File: src/rtl/acc_bank_if.sv
// Operation/result bus of the accumulator bank.
// The master modport issues ops; the slave modport (the bank) returns results.
interface acc_bank_if #(
   parameter int WIDTH = 32,
   parameter int AW    = 2
);
   logic             op_valid;
   logic [2:0]       op_code;
   logic [AW-1:0]    acc_sel;
   logic [WIDTH-1:0] din;
   logic [AW-1:0]    rd_sel;
   logic [WIDTH-1:0] rd_data;
   logic             res_valid;
   logic [WIDTH-1:0] res_data;
   logic             flag_z;
   logic             flag_n;
   logic             flag_c;
   logic             flag_v;
   logic             err;

   modport master (
      output op_valid, op_code, acc_sel, din, rd_sel,
      input  rd_data, res_valid, res_data, flag_z, flag_n, flag_c, flag_v, err
   );

   modport slave (
      input  op_valid, op_code, acc_sel, din, rd_sel,
      output rd_data, res_valid, res_data, flag_z, flag_n, flag_c, flag_v, err
   );
endinterface

File: src/rtl/acc_bank.sv
// Bank of NUM_ACC accumulators with a 2-edge ALU pipeline, z/n/c/v flags,
// optional signed saturation and a write-through registered read port.
module acc_bank #(
   parameter int WIDTH   = 32,
   parameter int NUM_ACC = 4,
   parameter bit SAT_EN  = 1'b0
) (
   input logic        execlk,
   input logic        rst,
   acc_bank_if.slave  bus
);
   localparam int AW = (NUM_ACC > 1) ? $clog2(NUM_ACC) : 1;

   typedef enum logic [2:0] {
      OP_NOP, OP_LOAD, OP_ADD, OP_SUB, OP_AND, OP_OR, OP_XOR, OP_CLR
   } op_e;

   logic                            s1_vld_q, s1_vld_d;
   op_e                             s1_op_q, s1_op_d;
   logic [AW-1:0]                   s1_sel_q, s1_sel_d;
   logic [WIDTH-1:0]                s1_din_q, s1_din_d;
   logic [NUM_ACC-1:0][WIDTH-1:0]   acc_q, acc_d;
   logic [WIDTH-1:0]                rd_data_q, rd_data_d;
   logic [WIDTH-1:0]                res_data_q, res_data_d;
   logic                            res_valid_q, res_valid_d;
   logic                            err_q, err_d;
   logic                            flag_z_q, flag_z_d;
   logic                            flag_n_q, flag_n_d;
   logic                            flag_c_q, flag_c_d;
   logic                            flag_v_q, flag_v_d;

   logic                            sel_ok;
   logic                            commit;
   logic [WIDTH-1:0]                acc_a;
   logic [WIDTH:0]                  sum;
   logic [WIDTH:0]                  diff;
   logic [WIDTH-1:0]                result;
   logic                            carry;
   logic                            ovf;

   always_comb begin
      s1_vld_d = bus.op_valid;
      s1_op_d  = s1_op_q;
      s1_sel_d = s1_sel_q;
      s1_din_d = s1_din_q;
      if (bus.op_valid) begin
         s1_op_d  = op_e'(bus.op_code);
         s1_sel_d = bus.acc_sel;
         s1_din_d = bus.din;
      end

      sel_ok = (int'(s1_sel_q) < NUM_ACC);

      // The previous op committed on the edge this one was captured, so acc_q
      // already holds the chained operand; no separate bypass path is needed.
      acc_a = '0;
      for (int i = 0; i < NUM_ACC; i++)
         if (s1_sel_q == AW'(i)) acc_a = acc_q[i];

      sum    = {1'b0, acc_a} + {1'b0, s1_din_q};
      diff   = {1'b0, acc_a} - {1'b0, s1_din_q};
      result = '0;
      carry  = 1'b0;
      ovf    = 1'b0;
      case (s1_op_q)
         OP_LOAD: result = s1_din_q;
         OP_ADD: begin
            result = sum[WIDTH-1:0];
            carry  = sum[WIDTH];
            ovf    = (acc_a[WIDTH-1] == s1_din_q[WIDTH-1]) &&
                     (sum[WIDTH-1] != acc_a[WIDTH-1]);
         end
         OP_SUB: begin
            result = diff[WIDTH-1:0];
            carry  = diff[WIDTH];
            ovf    = (acc_a[WIDTH-1] != s1_din_q[WIDTH-1]) &&
                     (diff[WIDTH-1] != acc_a[WIDTH-1]);
         end
         OP_AND:  result = acc_a & s1_din_q;
         OP_OR:   result = acc_a | s1_din_q;
         OP_XOR:  result = acc_a ^ s1_din_q;
         default: result = '0;
      endcase

      // On overflow the sign of A tells the direction of the true result.
      if (SAT_EN && ovf)
         result = acc_a[WIDTH-1] ? {1'b1, {(WIDTH-1){1'b0}}} : {1'b0, {(WIDTH-1){1'b1}}};

      commit      = s1_vld_q && (s1_op_q != OP_NOP) && sel_ok;
      acc_d       = acc_q;
      res_data_d  = res_data_q;
      flag_z_d    = flag_z_q;
      flag_n_d    = flag_n_q;
      flag_c_d    = flag_c_q;
      flag_v_d    = flag_v_q;
      res_valid_d = commit;
      err_d       = s1_vld_q && !sel_ok;
      if (commit) begin
         for (int i = 0; i < NUM_ACC; i++)
            if (s1_sel_q == AW'(i)) acc_d[i] = result;
         res_data_d = result;
         flag_z_d   = (result == '0);
         flag_n_d   = result[WIDTH-1];
         flag_c_d   = carry;
         flag_v_d   = ovf;
      end

      rd_data_d = '0;
      for (int i = 0; i < NUM_ACC; i++)
         if (bus.rd_sel == AW'(i)) rd_data_d = acc_d[i];
   end

   always_ff @(posedge execlk or posedge rst) begin
      if (rst) begin
         s1_vld_q    <= 1'b0;
         s1_op_q     <= OP_NOP;
         s1_sel_q    <= '0;
         s1_din_q    <= '0;
         acc_q       <= '0;
         rd_data_q   <= '0;
         res_data_q  <= '0;
         res_valid_q <= 1'b0;
         err_q       <= 1'b0;
         flag_z_q    <= 1'b0;
         flag_n_q    <= 1'b0;
         flag_c_q    <= 1'b0;
         flag_v_q    <= 1'b0;
      end else begin
         s1_vld_q    <= s1_vld_d;
         s1_op_q     <= s1_op_d;
         s1_sel_q    <= s1_sel_d;
         s1_din_q    <= s1_din_d;
         acc_q       <= acc_d;
         rd_data_q   <= rd_data_d;
         res_data_q  <= res_data_d;
         res_valid_q <= res_valid_d;
         err_q       <= err_d;
         flag_z_q    <= flag_z_d;
         flag_n_q    <= flag_n_d;
         flag_c_q    <= flag_c_d;
         flag_v_q    <= flag_v_d;
      end
   end

   assign bus.rd_data   = rd_data_q;
   assign bus.res_data  = res_data_q;
   assign bus.res_valid = res_valid_q;
   assign bus.err       = err_q;
   assign bus.flag_z    = flag_z_q;
   assign bus.flag_n    = flag_n_q;
   assign bus.flag_c    = flag_c_q;
   assign bus.flag_v    = flag_v_q;
endmodule

File: src/flat_wrapper.sv
// flat-port wrapper written by rule: the top's interface ports become plain ports
module acc_bank_flat 
#(
   parameter int WIDTH   = 32,
   parameter int NUM_ACC = 4,
   parameter bit SAT_EN  = 1'b0
)
  (execlk, rst, bus_op_valid, bus_op_code, bus_acc_sel, bus_din, bus_rd_sel, bus_rd_data, bus_res_valid, bus_res_data, bus_flag_z, bus_flag_n, bus_flag_c, bus_flag_v, bus_err);
  acc_bank_if #(.WIDTH(WIDTH), .AW(2)) bus_i ();
  input logic execlk;
  input logic rst;
  input wire logic [$bits(bus_i.op_valid)-1:0] bus_op_valid;
  input wire logic [$bits(bus_i.op_code)-1:0] bus_op_code;
  input wire logic [$bits(bus_i.acc_sel)-1:0] bus_acc_sel;
  input wire logic [$bits(bus_i.din)-1:0] bus_din;
  input wire logic [$bits(bus_i.rd_sel)-1:0] bus_rd_sel;
  output wire logic [$bits(bus_i.rd_data)-1:0] bus_rd_data;
  output wire logic [$bits(bus_i.res_valid)-1:0] bus_res_valid;
  output wire logic [$bits(bus_i.res_data)-1:0] bus_res_data;
  output wire logic [$bits(bus_i.flag_z)-1:0] bus_flag_z;
  output wire logic [$bits(bus_i.flag_n)-1:0] bus_flag_n;
  output wire logic [$bits(bus_i.flag_c)-1:0] bus_flag_c;
  output wire logic [$bits(bus_i.flag_v)-1:0] bus_flag_v;
  output wire logic [$bits(bus_i.err)-1:0] bus_err;
  assign bus_i.op_valid = bus_op_valid;
  assign bus_i.op_code = bus_op_code;
  assign bus_i.acc_sel = bus_acc_sel;
  assign bus_i.din = bus_din;
  assign bus_i.rd_sel = bus_rd_sel;
  assign bus_rd_data = bus_i.rd_data;
  assign bus_res_valid = bus_i.res_valid;
  assign bus_res_data = bus_i.res_data;
  assign bus_flag_z = bus_i.flag_z;
  assign bus_flag_n = bus_i.flag_n;
  assign bus_flag_c = bus_i.flag_c;
  assign bus_flag_v = bus_i.flag_v;
  assign bus_err = bus_i.err;
  acc_bank #(.WIDTH(WIDTH), .NUM_ACC(NUM_ACC), .SAT_EN(SAT_EN)) u_core (.execlk(execlk), .rst(rst), .bus(bus_i));
endmodule
File: config.mk
export PLATFORM = sky130hd
export DESIGN_NAME = acc_bank_flat
export DESIGN_NICKNAME = d
export VERILOG_FILES = /design/src/rtl/acc_bank_if.sv /design/src/rtl/acc_bank.sv /design/src/flat_wrapper.sv
export SDC_FILE = /design/constraint.sdc
export NUM_CORES = 1
export LEC_CHECK = 0
export ABC_CLOCK_PERIOD_IN_PS = 8300
export BUFFER_PORTS_ARGS = -buffer_cell sky130_fd_sc_hd__buf_2
export CAP_MARGIN = 20
export CORE_AREA = 2 2 151 182
export CTS_CLUSTER_SIZE = 40
export DETAILED_ROUTE_END_ITERATION = 7
export DIE_AREA = 0 0 153 184
export PLACE_DENSITY = 0.81
export SYNTH_ARGS = -nofsm -noshare
export SYNTH_HDL_FRONTEND = slang
export SYNTH_SLANG_ARGS = --single-unit
File: constraint.sdc
create_clock -name execlk -period 8.3 [get_ports execlk]
set_input_delay 0.83 -clock execlk [delete_from_list [all_inputs] [get_ports execlk]]
set_output_delay 0.83 -clock execlk [all_outputs]
set_load 0.05 [all_outputs]
==> reports/results.ini <==
[run_status]
status = finished, final reports clean

[finish]
diodes = 0
drive_gt1_share_pct = 16.1
final_util_pct = 66.4
syn_to_final_growth_pct = 9.88
nets = 1980

[setup_path]
end_kind = flop
startpoint = u_core.s1_sel_q[0]
path_cells = buf_4, mux4_2, ha_1, a21o_1, a31oi_1, a211o_1, nand2_1, a221oi_1, mux2i_1, xnor2_1, a222oi_1, o21ai_0, mux4_2
crit_path_frequent_cell = mux4_2
critPathMaxStageDelay_ps = 980
required_ps = 8700
cp_slowest_cell = dfrtp_2
timing.rr.start = u_core.s1_sel_q[0]
cp_max_fo = 28
worstSetupStartpointType = flop
crit_type = reg -> reg
worst-endpoint-arrival_ps = 6780

[clock_network]
hold_buffers = 0
clock_path_buffers = 3
cts_htree_levels = 1
ctsResizeCount = 0
clkTransAtPathRegs_ps = 70
cts_buffers = 25
cts_sinks = 234
postCtsSetupRepairBufs = 0
clock_latency_ps = 530
root_buffer = clkbuf_16
cts_tree = done

[timing]
setup_viol = 0
fmax_ghz = 0.157
rsz0062_at_grt = false
hold_violations = 0
maxSlewViolCount = 0
period_share_pct = 76.9
period_minus_slack_ps = 6380
skew_ps = 11.8
relSlewSlack_pct = 27.3
tightest_slew_ps = 1090
tns_ps = 0

[logic_synthesis]
yosysWarningCount = 0
synthMostInstantiatedCell = nand2_1
ys_seq_area_share_pct = 36.9
synth_top_area_share_pct = 36.9
synth_top_cell_by_area = dfrtp_1
synthArstFlopShare_pct = 100
synth-main-ff-cell = dfrtp_1
syn_nets = 1935
ys_ff_latch = 234
netlist_instances = 1785
synth_edf_count = 0
synth_area_sq_um = 15900
yosys-top-cells-area = dfrtp_1 37%, mux4_2 8.6%, ha_1 8.3%, nand2_1 7.3%, o21ai_0 6.0%
syn-mean-instance-area_sq_um = 8.90
ys_types = 103
yosys-top-cells-count = 307 x nand2_1, 234 x dfrtp_1, 191 x o21ai_0, 116 x nor2_1, 112 x a21oi_1

[floorplan]
die_width_microns = 153
die_h_microns = 184
floorplan.initialDensity_pct = 60.5
core_area_sq_um = 26300
dieArea_sq_um = 28200
row_count = 65
num_io_pins = 112

[routing]
drt_wl_total_mm = 52.8
wire_per_inst_microns = 24.2
via_count = 14800
drc = 0
drt-pass1-iter-count = 8
detail_route.vias_per_cell = 6.77
drt_iter0_drc = 1876
ant_nets = 0

[place]
hpwl_mm = 36.7
io_buffers = 110
gp_congestion = 1.02

[global_routing]
overflow = 0
antenna_found_initial = 0
first_global_vias = 14000
grt_pass1_wl_mm = 81.0
grt_usage_pct = 36.9
grt_max_degree = 90

[power]
leakagePower_nw = 7.90
power_density_nw_per_um2 = 411
vdd_ir_drop_max_mv = 0.346

[worst_hold_path]
holdCritPathClass = in -> async

[job]
cap_violations = 0

[state kept, by name (all words and copies together) (netlist names)]
register	cells
u_core.bus.flag_c	1
u_core.s1_vld_q	1
u_core.bus.res_valid	1
u_core.s1_din_q	32
u_core.bus.rd_data	32
u_core.s1_sel_q	2
u_core.bus.flag_z	1
u_core.bus.res_data	31
u_core.bus.flag_n	1
u_core.bus.flag_v	1
u_core.acc_q	128
u_core.s1_op_q	3
[report_power, final]
part | leakage (nW) | internal (mW) | switching [mW] | total, mW
Sequential | 2.92 | 1.59 | 0.280 | 1.87
Combinational | 4.56 | 1.33 | 2.80 | 4.13
Clock | 0.424 | 0.689 | 0.485 | 1.17
[layout by cell type, fill, tap and decap left out, types with 10 or more instances in the layout]
cell type / netlist / routed
nand2b_1: 12 / 12
nor3_1: 26 / 25
nand3_1: 21 / 21
o21a_1: 12 / 12
ha_1: 106 / 106
nand4_1: 16 / 16
a21o_1: 12 / 12
buf_4: 5 / 27
a22oi_1: 12 / 12
xnor2_1: 16 / 16
nor4_1: 11 / 11
o21ai_1: 11 / 11
buf_2: 23 / 111
o22ai_1: 14 / 14
mux4_2: 61 / 61
a21oi_1: 112 / 112
o21ai_0: 191 / 191
nor2b_1: 18 / 17
clkbuf_16: 0 / 25
o31ai_1: 13 / 12
inv_1: 104 / 102
and2_1: 10 / 10
o211ai_1: 22 / 22
a31oi_1: 16 / 16
nand2_1: 307 / 306
a211oi_1: 18 / 18
dfrtp_1: 234 / 231
nor2_1: 116 / 116
[stage by stage]
step	total power, mW	area, sq um	hold WS, ps	worst slack [ps]	cells
floorplan	4.78	15900	455	1050	1785
global placement	5.75	16500	457	2280	2135
detailed placement	5.84	16500	466	2150	2135
CTS	7.05	17400	418	2090	2180
global route	7.54	17500	439	1660	2183
finish	7.17	17500	383	1920	2183
[per-layer routing]
metal / share of wire [%] / global-route usage (%)
met1: 40 / 51.5
met2: 45 / 57.6
met3: 9.9 / 5.82
met4: 5.0 / 16.0
met5: 0 / 0
[worst max-delay path, delay by kind of cell (launching register included)]
kind / cells / cell delay [ps]
AOI/OAI and AO/OA: 6 / 2720
xor gates and xnor gates: 1 / 180
adders and majority gates: 1 / 430
buffers and inverters: 1 / 410
DFF: 1 / 980
muxes: 3 / 1350
and+or+nand+nor: 1 / 170
[final cells by class]
type,instances,area (sq um)
multi-input cells,1322,9110
fillers,2058,8810
flip-flops and latches,234,5860
repair buffers,140,806
clock buffers,33,696
well taps,335,419
inverters,107,409
clock inverters,12,159
[final timing paths]
path,cells past startpoint,slack (ps),endpoint
setup / recovery,13,1920,u_core.bus.rd_data[23]
setup reg to reg,13,1920,u_core.bus.rd_data[23]
hold reg to reg,2,480,u_core.bus.res_data[3]
min in group execlk,2,480,u_core.bus.res_data[3]
hold / removal,2,380,u_core.bus.rd_data[5]
max in group asynchronous,3,6600,u_core.s1_op_q[2]
[cells by family (layout without fill, tap and decap cells)]
logic type	count (synthesis)	in the layout	share of synthesized area (%)
compound gates	534	534	21.3
xor+xnor	17	17	0.937
fa+ha+maj	108	108	8.60
buf+inv	229	292	5.97
flops	234	234	36.9
mux	76	76	9.69
other cells	1	1	0.0236
simple gates	586	586	16.6
Power figures use the tool's default switching activity.
